===== config.mk =====
export PLATFORM = sky130hd
export DESIGN_NAME = scope_frame_decoder
export DESIGN_NICKNAME = d
export VERILOG_FILES = /design/src/rtl/scope_frame_decoder.sv
export SDC_FILE = /design/constraint.sdc
export NUM_CORES = 1
export LEC_CHECK = 0
export ABC_AREA = 1
export CAP_MARGIN = 20
export CORE_MARGIN = 2
export CORE_UTILIZATION = 61
export DETAILED_ROUTE_END_ITERATION = 10
export HOLD_SLACK_MARGIN = 0.03
export PLACE_DENSITY = 0.84
export SLEW_MARGIN = 30
export SYNTH_ARGS = -nofsm -noshare
export SYNTH_HDL_FRONTEND = slang
export SYNTH_SLANG_ARGS = --single-unit

===== constraint.sdc =====
create_clock -name clock -period 2 [get_ports clock]
set_clock_uncertainty 0.1 [all_clocks]
set_input_delay 0.2 -clock clock [delete_from_list [all_inputs] [get_ports clock]]
set_output_delay 0.2 -clock clock [all_outputs]
set_load 0.005 [all_outputs]

===== src/rtl/scope_frame_decoder.sv =====
// Receive-side decoder for the 8-phase scope stream.
// Locks on the long 0xFF sync run and tracks the last position of each object.
module scope_frame_decoder #(
  parameter int PHASE_BITS = 20
) (
  input  logic       clock,
  input  logic       reset,
  input  logic [7:0] scope_in,
  output logic       obj_valid,
  output logic [2:0] obj_index,
  output logic [6:0] obj_x,
  output logic [5:0] obj_y,
  output logic       locked,
  output logic       sync_err,
  input  logic [2:0] rd_addr,
  output logic [6:0] rd_x,
  output logic [5:0] rd_y,
  output logic       rd_seen
);

  localparam int P  = PHASE_BITS;
  localparam int FW = PHASE_BITS + 3;

  localparam logic [FW-1:0] RUN_MIN  = FW'(2) << P;
  localparam logic [FW-1:0] RUN_MAX  = FW'(5) << P;
  localparam logic [FW-1:0] RUN_SAT  = '1;
  localparam logic [FW-1:0] CNT_LOAD = (FW'(6) << P) | FW'(1);
  localparam logic [P-1:0]  SAMPLE   = P'(1) << (P - 1);

  localparam logic S_SEARCH = 1'b0;
  localparam logic S_TRACK  = 1'b1;

  logic [7:0]    din_q;
  logic          state_q, state_d;
  logic [FW-1:0] ff_run_q, ff_run_d;
  logic [FW-1:0] frame_cnt_q, frame_cnt_d;
  logic          idx_ok_q, idx_ok_d;
  logic [2:0]    idx_q, idx_d;
  logic [5:0]    y_q, y_d;
  logic          obj_valid_q, obj_valid_d;
  logic [2:0]    obj_index_q, obj_index_d;
  logic [6:0]    obj_x_q, obj_x_d;
  logic [5:0]    obj_y_q, obj_y_d;
  logic          locked_q, locked_d;
  logic          sync_err_q, sync_err_d;
  logic [6:0]    tbl_x_q [8];
  logic [6:0]    tbl_x_d [8];
  logic [5:0]    tbl_y_q [8];
  logic [5:0]    tbl_y_d [8];
  logic [7:0]    tbl_seen_q, tbl_seen_d;

  logic       din_ff;
  logic       at_sample;
  logic       chk_ok;
  logic [2:0] phase;

  always_comb begin
    din_ff      = (din_q == 8'hFF);
    phase       = frame_cnt_q[P+2:P];
    at_sample   = (frame_cnt_q[P-1:0] == SAMPLE);
    chk_ok      = 1'b1;
    state_d     = state_q;
    ff_run_d    = ff_run_q;
    frame_cnt_d = frame_cnt_q;
    idx_ok_d    = idx_ok_q;
    idx_d       = idx_q;
    y_d         = y_q;
    obj_valid_d = 1'b0;
    obj_index_d = obj_index_q;
    obj_x_d     = obj_x_q;
    obj_y_d     = obj_y_q;
    locked_d    = locked_q;
    sync_err_d  = 1'b0;
    tbl_x_d     = tbl_x_q;
    tbl_y_d     = tbl_y_q;
    tbl_seen_d  = tbl_seen_q;

    if (obj_valid_q) begin
      tbl_x_d[obj_index_q]    = obj_x_q;
      tbl_y_d[obj_index_q]    = obj_y_q;
      tbl_seen_d[obj_index_q] = 1'b1;
    end

    case (state_q)
      S_SEARCH: begin
        if (din_ff) begin
          if (ff_run_q != RUN_SAT) ff_run_d = ff_run_q + FW'(1);
        end else begin
          ff_run_d = '0;
          // end of the 4-phase sync run: this cycle is phase 6, offset 0
          if (ff_run_q >= RUN_MIN && ff_run_q <= RUN_MAX) begin
            frame_cnt_d = CNT_LOAD;
            idx_ok_d    = 1'b0;
            state_d     = S_TRACK;
          end
        end
      end
      default: begin
        frame_cnt_d = frame_cnt_q + FW'(1);
        if (at_sample) begin
          case (phase)
            3'd1: begin
              chk_ok   = (din_q <= 8'd7);
              idx_d    = din_q[2:0];
              idx_ok_d = 1'b1;
            end
            3'd6: begin
              chk_ok = (din_q <= 8'd63);
              y_d    = din_q[5:0];
            end
            3'd7: begin
              chk_ok = (din_q <= 8'd127);
              if (chk_ok && idx_ok_q) begin
                obj_valid_d = 1'b1;
                obj_index_d = idx_q;
                obj_x_d     = din_q[6:0];
                obj_y_d     = y_q;
                locked_d    = 1'b1;
              end
            end
            default: chk_ok = din_ff;
          endcase
          if (!chk_ok) begin
            sync_err_d = 1'b1;
            locked_d   = 1'b0;
            idx_ok_d   = 1'b0;
            ff_run_d   = '0;
            state_d    = S_SEARCH;
          end
        end
      end
    endcase
  end

  always_ff @(posedge clock) begin
    if (reset) begin
      din_q       <= '0;
      state_q     <= S_SEARCH;
      ff_run_q    <= '0;
      frame_cnt_q <= '0;
      idx_ok_q    <= 1'b0;
      idx_q       <= '0;
      y_q         <= '0;
      obj_valid_q <= 1'b0;
      obj_index_q <= '0;
      obj_x_q     <= '0;
      obj_y_q     <= '0;
      locked_q    <= 1'b0;
      sync_err_q  <= 1'b0;
      tbl_x_q     <= '{default: '0};
      tbl_y_q     <= '{default: '0};
      tbl_seen_q  <= '0;
    end else begin
      din_q       <= scope_in;
      state_q     <= state_d;
      ff_run_q    <= ff_run_d;
      frame_cnt_q <= frame_cnt_d;
      idx_ok_q    <= idx_ok_d;
      idx_q       <= idx_d;
      y_q         <= y_d;
      obj_valid_q <= obj_valid_d;
      obj_index_q <= obj_index_d;
      obj_x_q     <= obj_x_d;
      obj_y_q     <= obj_y_d;
      locked_q    <= locked_d;
      sync_err_q  <= sync_err_d;
      tbl_x_q     <= tbl_x_d;
      tbl_y_q     <= tbl_y_d;
      tbl_seen_q  <= tbl_seen_d;
    end
  end

  assign obj_valid = obj_valid_q;
  assign obj_index = obj_index_q;
  assign obj_x     = obj_x_q;
  assign obj_y     = obj_y_q;
  assign locked    = locked_q;
  assign sync_err  = sync_err_q;
  assign rd_x      = tbl_x_q[rd_addr];
  assign rd_y      = tbl_y_q[rd_addr];
  assign rd_seen   = tbl_seen_q[rd_addr];

endmodule


Word-level counts from Yosys, hierarchy flattened

Cells that the tools add are included.

Reductions and logical operators: 14
Bitwise operators: 6
Muxes and demuxes: 43
Add/subtract/negate cells: 2
Equal/unequal tests: 13
$lt $le $gt $ge: 11

Operator list:

| cell                                                                 | count |
|---|---|
| 2-to-1 mux 23 bit                                                    | 8 |
| bitwise mux 56 bit                                                   | 1 |
| bitwise mux 48 bit                                                   | 1 |
| adder 23 x 1 -> 23 bit (second input constant)                       | 2 |
| greater-or-equal comparator 23 x 22 -> 1 bit (second input constant) | 1 |
| less-or-equal comparator 23 bit (second input constant)              | 1 |
| inequality test 23 bit (second input constant)                       | 1 |
| binary-select mux 7 bit (select 3 bit)                               | 1 |
| demux 7 bit (select 3 bit)                                           | 1 |
| 2-to-1 mux 7 bit                                                     | 3 |
| == test 20 bit (second input constant)                               | 1 |
| 2-to-1 mux 1 bit                                                     | 20 |
| binary-select mux 6 bit (select 3 bit)                               | 1 |
| demux 6 bit (select 3 bit)                                           | 1 |
| 2-to-1 mux 6 bit                                                     | 3 |
| AND reduction 4 bit                                                  | 3 |
| AND reduction 3 bit                                                  | 3 |
| == test 8 bit (second input constant)                                | 1 |
| greater-or-equal comparator 4 bit (second input constant)            | 2 |
| less-or-equal comparator 8 x 3 -> 1 bit (second input constant)      | 1 |
| less-or-equal comparator 8 x 6 -> 1 bit (second input constant)      | 1 |
| less-or-equal comparator 8 x 7 -> 1 bit (second input constant)      | 1 |
| < comparator 3 x 4 -> 1 bit (second input constant)                  | 2 |
| NOT 3 -> 4 bit                                                       | 2 |
| other kinds (17)                                                     | 27 |

Input bits: 13
Output and inout port bits: 33
Register bits after elaboration: 196
Word-level logic and storage cells: 119

Logic depth before layout (Yosys ltp)

Word-level depth: 7
Depth in mapped cells: 12
Mapped depth without buffers: 12

Least setup slack after synthesis

No wires, ideal clock.

Path type: register to register
Start point: register ff_run_q[0]
End point: register ff_run_q[18]
Path buffers: 1
Stages on the path, launching flop included: 11
Path slack: 0.209 ns
Data required time: 1.831 ns
Data arrival time: 1.622 ns
Cells stage by stage: dfxtp_1 > ha_1 > inv_2 > nor2_4 > nand2_2 > nor2_2 > nand3_2 > nand3_2 > buf_6 > nand2_1 > a21oi_2

Word-level cells in the longest chain between the ends: 4
Elaborated cells between the ends (all ways): 7

Ends and longest elaborated chain:

| element                | RTL line | source |
|---|---|---|
| start, declared        | 35       | `logic [FW-1:0] ff_run_q, ff_run_d;` |
| start signal, assigned | 156      | `ff_run_q <= ff_run_d;` |
| adder 23 x 1 -> 23 bit | 87       | `if (ff_run_q != RUN_SAT) ff_run_d = ff_run_q + FW'(1);` |
| 2-to-1 mux 23 bit      | 87       |  |
| 2-to-1 mux 23 bit      | 86       | `if (din_ff) begin` |
| 2-to-1 mux 23 bit      | 84       | `case (state_q)` |

Several ways; a longest one is shown, not always the timed one. The select of a mux whose other input is x is not followed.
A chain may end at the register's enable or synchronous reset.

Final worst setup path

Start point: register tbl_x_q[11] (netlist name)
End point: output port rd_x[4]

Word-level cells in the longest chain between the ends: 3

Ends and longest elaborated chain:

| element                                             | RTL line | source |
|---|---|---|
| start, declared                                     | 46       | `logic [6:0] tbl_x_q [8];` |
| start signal, assigned                              | 167      | `tbl_x_q <= tbl_x_d;` |
| binary-select mux 7 bit (select 3 bit)              | 179      | `assign rd_x = tbl_x_q[rd_addr];` |
| 2-to-1 mux 7 bit (not written as such) (2 in a row) | 179      |  |
| end, declared                                       | 16       | `output logic [6:0] rd_x,` |

Every way passes these cells. The select of a mux whose other input is x is not followed.

==> metrics.md <==
| Metric | Value |
|---|---|
| Post-CTS Setup Bufs | 0 |
| Total chip power | 7.68 mW |
| Largest net degree at the start of global routing | 76 |
| Syn. warnings | 0 |
| First-pass detailed-route iteration total | 7 |
| Synth Instances | 1503 |
| Vias in the first global route | 9240 |
| Finished Layout Cells | 1784 |
| Die Y | 131 um |
| Setup TNS Final | 0 ns |
| Hold Vio Cnt, Final | 0 |
| DPL Wire Length | 19000 um |
| Total Routing Usage GR | 0.329 |
| Final setup vio count | 0 |
| CP arrival | 1.56 ns |
| Netlist cell types | 36 |
| Layout overhead on the synthesized area | 16.5% |
| Die width | 131 um |
| Routed wire per std cell | 15.5 um |
| Clk sinks | 196 |
| Final Critical Period | 1.86 ns |
| Critical Path Fanout Max | 2 |
| Core Area | 0.0158 mm2 |
| Cell Area, Synth | 0.00980 mm2 |
| Most frequent cells in the layout | nor2_1 (424), nand2_1 (209), dfxtp_1 (191) |
| Commonest non-fill, non-tap cell in the layout | nor2_1 |
| Post-synth top area share | 0.400 |
| Number of antenna violations at the first check in global routing | 0 |
| CP required | 1.70 ns |
| Routed Antenna Nets | 0 |
| Kind of critical path | reg -> out |
| Row count | 46 |
| GP Congestion | 0.959 |
| Routed vias | 10200 |
| Clock latency on the worst-skew pair | 0.44 ns |
| Num CTS Buffers | 17 |
| Synth area leader | dfxtp_1 |
| Max cap viols | 0 |
| Syn nets | 1520 |
| Initial Utilization | 0.622 |
| Port-buffer cells | 45 |
| CP startpoint kind | flop |
| Status | finished, final reports clean |
| H-tree levels | 4 |
| Crit share post-route | 0.931 |
| Fmax | 537 MHz |
| Die Area | 0.0171 mm2 |
| Final #Nets | 1572 |
| Slew margin rel. | 0.568 |
| Placed Cells | 1750 |
| Worst-margin pin slew | 0.648 ns |
| # diodes | 0 |
| Seq cells post-synth | 196 |
| Synth top area cells | dfxtp_1 (40%), nor2_1 (16%), o21ai_0 (8.8%), nand2_1 (8.0%), nand3_1 (4.5%) |
| DRC | 0 |
| Leak | 4.92 nW |
| Register area share after synthesis | 0.400 |
| Hold WS | 0.174 ns |
| CTS tree | done |
| CTS root buf | clkbuf_16 |
| CTS max path bufs | 2 |
| Total Wirelength | 27600 um |
| Hold Crit Class | in -> reg |
| Layout cell share with drive strength beyond 1 | 0.124 |
| Crit. End Element | output pin |
| Clock transition at path regs | 0.07 ns |
| First-pass GRT wire length | 44800 um |
| Slew Viols, Final | 0 |
| VDD IR-drop max | 0.656 mV |
| IO Count | 46 |
| 1st-iter DRT viols | 1159 |
| Mean area per synthesized cell | 6.52 um2 |
| Remaining Overflow, GRT | 0 |
| PwrDens | 673 mW/mm2 |
| Post-DR vias/cell | 5.71 |
## repair_timing
item / CTS / global route
endpoints found under the setup margin: 14 / 29
gates cloned: 1 / 0
pin swaps: 0 / 1
resized for setup: 24 / 10
hold endpoints to repair: 6 / 0
hold buffers: 1 / 0
## worst max-delay path: stages (launching register included)
cell and delay, ns:
dfxtp_1 0.37, o21ai_0 0.12, o22ai_1 0.17, nor2_1 0.07, a31oi_1 0.15, dlygate4sd2_1 0.25
## state kept, by name (all words and copies together), names as in the netlist, 3 cells and up
name / flops
tbl_seen_q: 8
tbl_x_q: 56
obj_index: 3
ff_run_q: 23
obj_x: 7
idx_q: 3
tbl_y_q: 48
y_q: 6
din_q: 8
obj_y: 6
frame_cnt_q: 23
## area by class of cell
cell class | instances | area, um2
Fill cell | 1333 | 4350
Tap cell | 216 | 270
Clock buffer | 18 | 429
Inverter | 106 | 399
Clock inverter | 14 | 144
Sequential cell | 196 | 3930
Multi-Input combinational cell | 1108 | 5100
Timing Repair Buffer | 126 | 1150
## Yosys cell counts
library cell,instances
nand2_1,209
inv_2,8
dfxtp_1,196
nand3b_1,2
a211oi_1,2
nor3_2,2
nor3_1,12
nor2_2,8
o21bai_1,3
ha_1,4
a21oi_1,54
a21oi_2,18
buf_1,8
o22ai_1,13
xor2_1,2
nor3_4,1
nand4_1,42
and2_1,1
a21o_1,1
o211ai_1,1
nand4_2,1
clkinv_1,4
buf_4,1
nor2_1,428
buf_6,6
a31oi_1,14
inv_1,94
nand3_2,3
nor4_1,1
or2_2,4
o21ai_0,173
nand2_2,17
nand3_1,88
clkbuf_1,68
buf_2,10
nor2_4,4
## power by group
| group | total [mW] | internal, mW | leakage, nW | switching, mW |
|---|---|---|---|---|
| clock network | 3.39 | 1.76 | 0.277 | 1.63 |
| registers | 3.92 | 3.91 | 1.58 | 0.00897 |
| logic | 0.376 | 0.149 | 3.06 | 0.227 |
| total | 7.68 | 5.82 | 4.92 | 1.87 |
## metrics by stage
step / utilization / setup WS [ns] / area, um2
floorplan: - / 0.209 / 9800
global route: 0.724 / -0.00795 / 11400
CTS: 0.723 / 0.100 / 11400
global placement: 0.685 / -0.311 / 10800
detailed placement: 0.685 / -0.349 / 10800
finish: 0.724 / 0.137 / 11400
## layer usage
metal,up-vias,global-route usage,share of wire
met5,-,0,0
met4,0,0.113,0.026
met3,72,0.0554,0.072
met2,461,0.551,0.48
met1,4682,0.433,0.43
li1,4980,-,-
## final timing paths
check                                    to          from  cells after the start  slack (ns)
worst max-delay path                rd_x[4]   tbl_x_q[11]                      5        0.14
worst max register to register  ff_run_q[1]  ff_run_q[10]                     10        0.15
worst min register to register       y_q[4]        y_q[4]                      2        0.36
worst min-delay path               din_q[4]   scope_in[4]                      3        0.17
## logic make-up after synthesis
| logic type | Yosys count | synth area share |
|---|---|---|
| flip-flops | 196 | 0.400 |
| AO/OA/AOI/OAI | 279 | 0.155 |
| adder cells (fa/ha/maj) | 4 | 0.00511 |
| AND/OR/NAND/NOR | 823 | 0.356 |
| XOR/XNOR | 2 | 0.00179 |
| buffers and inverters | 199 | 0.0825 |
(Power assumes the default switching activity.)
